`src/rtl/cache_fill_ctrl_if.sv`:
```
// cache_fill_ctrl_if: miss, memory and fill-array signals between the fill controller and its neighbours
interface cache_fill_ctrl_if #(parameter int ADDR_W = 16, parameter int DATA_W = 16);
  logic i_miss;
  logic [ADDR_W-1:0] i_miss_addr;
  logic d_miss;
  logic [ADDR_W-1:0] d_miss_addr;
  logic mem_en;
  logic [ADDR_W-1:0] mem_addr;
  logic mem_data_valid;
  logic [DATA_W-1:0] mem_data_in;
  logic fill_sel;
  logic fill_data_we;
  logic [2:0] fill_word;
  logic [DATA_W-1:0] fill_data;
  logic [ADDR_W-1:0] fill_tag;
  logic fill_tag_we;
  logic i_fill_done;
  logic d_fill_done;
  logic busy;
  modport master (
    input i_miss, i_miss_addr, d_miss, d_miss_addr, mem_data_valid, mem_data_in,
    output mem_en, mem_addr, fill_sel, fill_data_we, fill_word, fill_data,
    output fill_tag, fill_tag_we, i_fill_done, d_fill_done, busy
  );
  modport slave (
    output i_miss, i_miss_addr, d_miss, d_miss_addr, mem_data_valid, mem_data_in,
    input mem_en, mem_addr, fill_sel, fill_data_we, fill_word, fill_data,
    input fill_tag, fill_tag_we, i_fill_done, d_fill_done, busy
  );
endinterface

```
`src/rtl/cache_fill_ctrl.sv`:
```
// cache_fill_ctrl: arbitrates I/D misses and streams 8-word block fills from memory into the chosen cache
module cache_fill_ctrl #(
  parameter int ADDR_W = 16,
  parameter int DATA_W = 16,
  parameter int WORDS = 8
) (
  input logic clk,
  input logic rst,
  cache_fill_ctrl_if.master bus
);
  typedef enum logic [2:0] {IDLE, ISSUE, DRAIN, TAG, DONE} state_t;
  localparam logic [ADDR_W-1:0] BLK_MASK = ADDR_W'(WORDS * DATA_W / 8 - 1);
  localparam logic [2:0] LAST = 3'(WORDS - 1);
  state_t state_q, state_d;
  logic [2:0] issue_q, issue_d, recv_q, recv_d;
  logic [ADDR_W-1:0] base_q, base_d;
  logic sel_q, sel_d;
  logic we;
  // next-state, counters and grant latching; data writes count valid pulses only
  always_comb begin
    state_d = state_q;
    issue_d = issue_q;
    recv_d = recv_q;
    base_d = base_q;
    sel_d = sel_q;
    we = (state_q == ISSUE || state_q == DRAIN) && bus.mem_data_valid;
    if (we) recv_d = recv_q + 3'd1;
    case (state_q)
      IDLE: if (bus.d_miss || bus.i_miss) begin
        sel_d = bus.d_miss;
        base_d = (bus.d_miss ? bus.d_miss_addr : bus.i_miss_addr) & ~BLK_MASK;
        issue_d = '0;
        recv_d = '0;
        state_d = ISSUE;
      end
      ISSUE: begin
        issue_d = issue_q + 3'd1;
        state_d = (we && recv_q == LAST) ? TAG : (issue_q == LAST ? DRAIN : ISSUE);
      end
      DRAIN: state_d = (we && recv_q == LAST) ? TAG : DRAIN;
      TAG: state_d = DONE;
      DONE: state_d = IDLE;
      default: state_d = IDLE;
    endcase
  end
  // state and datapath registers
  always_ff @(posedge clk) begin
    if (rst) begin
      state_q <= IDLE;
      issue_q <= '0;
      recv_q <= '0;
      base_q <= '0;
      sel_q <= 1'b0;
    end else begin
      state_q <= state_d;
      issue_q <= issue_d;
      recv_q <= recv_d;
      base_q <= base_d;
      sel_q <= sel_d;
    end
  end
  assign bus.mem_en = state_q == ISSUE;
  assign bus.mem_addr = (state_q == ISSUE) ? base_q + ADDR_W'(issue_q) * ADDR_W'(DATA_W / 8) : '0;
  assign bus.fill_sel = sel_q;
  assign bus.fill_data_we = we;
  assign bus.fill_word = recv_q;
  assign bus.fill_data = bus.mem_data_in;
  assign bus.fill_tag = base_q;
  assign bus.fill_tag_we = state_q == TAG;
  assign bus.i_fill_done = state_q == DONE && !sel_q;
  assign bus.d_fill_done = state_q == DONE && sel_q;
  assign bus.busy = state_q != IDLE;
endmodule

```
`src/flat_wrapper.sv`:
```
// flat-port wrapper written by rule: the top's interface ports become plain ports
module cache_fill_ctrl_flat 
#(
  parameter int ADDR_W = 16,
  parameter int DATA_W = 16,
  parameter int WORDS = 8
)
  (clk, rst, bus_i_miss, bus_i_miss_addr, bus_d_miss, bus_d_miss_addr, bus_mem_data_valid, bus_mem_data_in, bus_mem_en, bus_mem_addr, bus_fill_sel, bus_fill_data_we, bus_fill_word, bus_fill_data, bus_fill_tag, bus_fill_tag_we, bus_i_fill_done, bus_d_fill_done, bus_busy);
  cache_fill_ctrl_if #(.ADDR_W(ADDR_W), .DATA_W(DATA_W)) bus_i ();
  input logic clk;
  input logic rst;
  input wire logic [$bits(bus_i.i_miss)-1:0] bus_i_miss;
  input wire logic [$bits(bus_i.i_miss_addr)-1:0] bus_i_miss_addr;
  input wire logic [$bits(bus_i.d_miss)-1:0] bus_d_miss;
  input wire logic [$bits(bus_i.d_miss_addr)-1:0] bus_d_miss_addr;
  input wire logic [$bits(bus_i.mem_data_valid)-1:0] bus_mem_data_valid;
  input wire logic [$bits(bus_i.mem_data_in)-1:0] bus_mem_data_in;
  output wire logic [$bits(bus_i.mem_en)-1:0] bus_mem_en;
  output wire logic [$bits(bus_i.mem_addr)-1:0] bus_mem_addr;
  output wire logic [$bits(bus_i.fill_sel)-1:0] bus_fill_sel;
  output wire logic [$bits(bus_i.fill_data_we)-1:0] bus_fill_data_we;
  output wire logic [$bits(bus_i.fill_word)-1:0] bus_fill_word;
  output wire logic [$bits(bus_i.fill_data)-1:0] bus_fill_data;
  output wire logic [$bits(bus_i.fill_tag)-1:0] bus_fill_tag;
  output wire logic [$bits(bus_i.fill_tag_we)-1:0] bus_fill_tag_we;
  output wire logic [$bits(bus_i.i_fill_done)-1:0] bus_i_fill_done;
  output wire logic [$bits(bus_i.d_fill_done)-1:0] bus_d_fill_done;
  output wire logic [$bits(bus_i.busy)-1:0] bus_busy;
  assign bus_i.i_miss = bus_i_miss;
  assign bus_i.i_miss_addr = bus_i_miss_addr;
  assign bus_i.d_miss = bus_d_miss;
  assign bus_i.d_miss_addr = bus_d_miss_addr;
  assign bus_i.mem_data_valid = bus_mem_data_valid;
  assign bus_i.mem_data_in = bus_mem_data_in;
  assign bus_mem_en = bus_i.mem_en;
  assign bus_mem_addr = bus_i.mem_addr;
  assign bus_fill_sel = bus_i.fill_sel;
  assign bus_fill_data_we = bus_i.fill_data_we;
  assign bus_fill_word = bus_i.fill_word;
  assign bus_fill_data = bus_i.fill_data;
  assign bus_fill_tag = bus_i.fill_tag;
  assign bus_fill_tag_we = bus_i.fill_tag_we;
  assign bus_i_fill_done = bus_i.i_fill_done;
  assign bus_d_fill_done = bus_i.d_fill_done;
  assign bus_busy = bus_i.busy;
  cache_fill_ctrl #(.ADDR_W(ADDR_W), .DATA_W(DATA_W), .WORDS(WORDS)) u_core (.clk(clk), .rst(rst), .bus(bus_i));
endmodule
```
`config.mk`:
```
export PLATFORM = sky130hd
export DESIGN_NAME = cache_fill_ctrl_flat
export DESIGN_NICKNAME = d
export VERILOG_FILES = /design/src/rtl/cache_fill_ctrl_if.sv /design/src/rtl/cache_fill_ctrl.sv /design/src/flat_wrapper.sv
export SDC_FILE = /design/constraint.sdc
export NUM_CORES = 1
export LEC_CHECK = 0
export CORE_MARGIN = 2
export CORE_UTILIZATION = 31
export CTS_BUF_LIST = sky130_fd_sc_hd__clkbuf_8
export DETAILED_ROUTE_END_ITERATION = 16
export PLACE_DENSITY = 0.84
export SLEW_MARGIN = 30
export SYNTH_ARGS = -nofsm -noshare
export SYNTH_HDL_FRONTEND = slang
export SYNTH_SLANG_ARGS = --single-unit
```
`constraint.sdc`:
```
create_clock -name clk -period 1.35 [get_ports clk]
set_input_delay 0.135 -clock clk [delete_from_list [all_inputs] [get_ports clk]]
set_output_delay 0.135 -clock clk [all_outputs]
set_load 0.02 [all_outputs]
```
==> metrics.md, run 1 <==
| Metric | Value |
|---|---|
| Status | complete, but fails checks |
| Failing checks | negative setup slack |
| Most frequent cell after synthesis | dfxtp_1 |
| Area leader, netlist | dfxtp_1 |
| VDD IR-drop max | 0.000501 V |
| Worst path bufs/invs | 2 |
| Complex-gate fraction of the synthesized area | about 22% |
| Largest family of logic cells by synthesized area | compound AO/OA/AOI/OAI gates |
| Worst-skew pair later-pin latency | 0.27 ns |
| Post-synth EDFFs | 0 |
| DRT Pass-1 Iters | 4 |
| Synth Flop Type | dfxtp_1 |
| Fin. Hold Viols | 0 |
| Layout cell share with drive strength beyond 1 | 45.6% |
| Total core area | 4630 um^2 |
| Total CTS buffers | 3 |
| DR iter-0 viols | 34 |
| RSZ-0062 raised after global routing | true |
| Mux contribution to synthesized area | under 10% |
| Sequential area share after synthesis | 30.0% |
| Critical Path Sink Type | output port |
| WL final | roughly 4000 um |
| Total gr overflow | 0 |
| Arr. time, crit path | 1.42 ns |
| Clk buf depth | 2 |
| Hold Buf Count CTS | 0 |
| Largest net degree at the start of global routing | 15 |
| Worst Path Required | 1.22 ns |
| HP Class | in -> out |
| # H-tree levels | 1 |
| Clock root buffer | clkbuf_8 |
| Cell Chain, Critical Path | or3b_4, inv_6, and2_4, buf_6 |
| GR Util All Layers | 14.6% |
| Final worst slack | -0.206 ns |
| Die area | roughly 5300 um^2 |
| # IOs | 111 |
| Syn. warnings | 0 |
| Area growth syn-to-layout | 64.2% |
| Pre-CTS setup slack | -0.416 ns |
| Port buffer count | 65 |
| Global placement routability congestion | 0.758 |
| Synth unique cells | 38 |
| Power per Cell Area | about 800 nW/um^2 |
| Worst path max stage delay | 0.48 ns |
| Post-detail-place hpwl | between 2000 and 3000 um |
| Fin crit share | 115% |
| Number of global-route vias before repair | 1,292 |
| Clk pin slew, worst setup/hold paths | 0.08 ns |
| Die Ht | ~73 um |
| Post-Synth XOR/XNOR Area | 1.19% |
| Post-DRT Antenna Nets | 0 |
| Max Cap Violations | 0 |
| Antenna violations before repair | 0 |
| Post-Synth Simple-Gate Area | 16.6% |
| Via count | 1,383 |
| Vias/cell | between 4 and 5 |
| CTS sink cnt | 22 |
| Syn Area/Cell | 9.18 um^2 |
| DRC | 0 |
| # rows | 25 |
| Adder-cell share of the synthesized area | 3.41% |
| Leak | ~1.1 nW |
| Mapped Cells | 160 |
| Delay-heaviest family, CP | simple AND/OR/NAND/NOR gates |
| Final total power | 1.98 mW |
| Critical path class | reg -> out |
| Routed WL per cell | 14.5 um |
| N_diodes | 0 |
| Top cells by count, synth | 22 x dfxtp_1, 21 x buf_4, 20 x a21oi_1 |
| Minimum clock period | about 1.6 ns |
| Skew final | 0.00714 ns |
| Worst setup SP type | flip-flop |
| Worst Path Max Fanout | 8 |
| CTS tree | yes |
| Die span in x | between 70 and 80 um |
| Ys async rst share | 0% |
| Post-synthesis cell area | between 1000 and 1500 um^2 |
| CP max stage cell | or3b_4 |
| Register bit total from synthesis | 22 |
| First-pass GRT wire length | between 6000 and 7000 um |
| Initial core utilization | 31.7% |
| F_max | 643 MHz |
| Ranking of synthesized cells by area | dfxtp_1 30%, buf_4 11%, a211oi_2 8.5% |
| Fin. max-slew vios | 0 |
| Yosys top cell area share | 30.0% |
| Fin nets | 286 |
| Final-report setup violation count | 23 |
[cell type report]
type                    count  area [um^2]
fillers                   418         2220
multi-input cells         107          928
repair buffers             90          855
flip-flops and latches     22          454
well taps                  54         67.6
clock buffers               3         41.3
clock inverters             1         30.0
inverters                   3         21.3
repair inverters            2         15.0
[worst paths after layout]
check	slack (ns)	cells past startpoint	startpoint	endpoint
max	-0.21	4	u_core.state_q[1]$_SDFFE_PP0P_	bus_mem_addr[10]
min	0.27	0	bus_mem_data_in[11]	bus_fill_data[11]
max reg2reg	-0.11	7	u_core.state_q[1]$_SDFFE_PP0P_	u_core.issue_q[0]$_SDFFE_PP0P_
min reg2reg	0.54	2	u_core.bus.fill_word[2]$_SDFF_PP0_	u_core.bus.fill_word[2]$_SDFF_PP0_
[registers in the layout, summed over array words and instances, names as in the netlist]
signal and count:
u_core.bus.fill_tag 12, u_core.issue_q 3, u_core.state_q 3, u_core.bus.fill_word 3, u_core.bus.fill_sel 1
[where the power goes]
| group | internal [mW] | switching (mW) |
|---|---|---|
| sequential | 0.690 | 0.0344 |
| combinational | 0.326 | 0.305 |
| clock | 0.396 | 0.224 |
| total | 1.41 | 0.564 |
[cell usage in the layout (no fill, tap or decap), types with 11 or more instances in the layout]
cell type | netlist | routed
clkdlybuf4s50_1 | 0 | 28
buf_6 | 4 | 19
dfxtp_1 | 22 | 15
a211oi_2 | 10 | 11
and2_4 | 0 | 15
buf_4 | 21 | 24
a21oi_1 | 20 | 17
dlygate4sd2_1 | 0 | 15
mux2i_1 | 12 | 12
[kinds of logic (layout without fill, tap and decap cells)]
| logic type | after synthesis | after routing |
|---|---|---|
| compound gates | 44 | 44 |
| fa+ha+maj | 4 | 4 |
| buf+inv | 35 | 99 |
| simple gates | 40 | 40 |
| other cells | 1 | 5 |
| xor+xnor | 2 | 2 |
| mux | 12 | 12 |
| flops | 22 | 22 |
[what timing repair did]
action                     in CTS  in global routing
cloned                          2                  0
gates resized for setup       141                 28
buffers inserted                4                  3
pin swaps                      21                 12
setup endpoints to repair      50                 40
[through the flow]
stage | util (%) | hold slack (ns) | cells | area (um^2) | setup TNS [ns]
4_1_cts | 48.9 | 0.270 | 279 | 2260 | -3.42
2_1_floorplan | - | 0.357 | 164 | 1520 | -0.222
6_report | 52.1 | 0.270 | 282 | 2410 | -3.37
3_3_place_gp | 45.8 | 0.270 | 269 | 2120 | -9.23
3_5_place_dp | 45.8 | 0.270 | 269 | 2120 | -10.26
5_1_grt | 52.1 | 0.270 | 282 | 2410 | -5.11
[layer usage]
| metal | part of all wire, % | global-route usage, % | vias up |
|---|---|---|---|
| met4 | 1.7 | 5.76 | 0 |
| met2 | 51 | 25.5 | 48 |
| met5 | 0 | 0 | - |
| met3 | 5.4 | 2.21 | 6 |
| li1 | - | - | 672 |
| met1 | 42 | 18.1 | 657 |
Power figures use the tool's default switching activity.
==> inputs of run 2 (changes only) <==
--- a/config.mk
+++ b/config.mk
@@ -9,6 +9,7 @@
 export CORE_UTILIZATION = 31
 export CTS_BUF_LIST = sky130_fd_sc_hd__clkbuf_8
 export DETAILED_ROUTE_END_ITERATION = 16
+export HOLD_SLACK_MARGIN = 0.08
 export PLACE_DENSITY = 0.84
 export SLEW_MARGIN = 30
 export SYNTH_ARGS = -nofsm -noshare
==> results of run 2 <==
No change in the layout: final DEF, timing and power equal those of run 1.
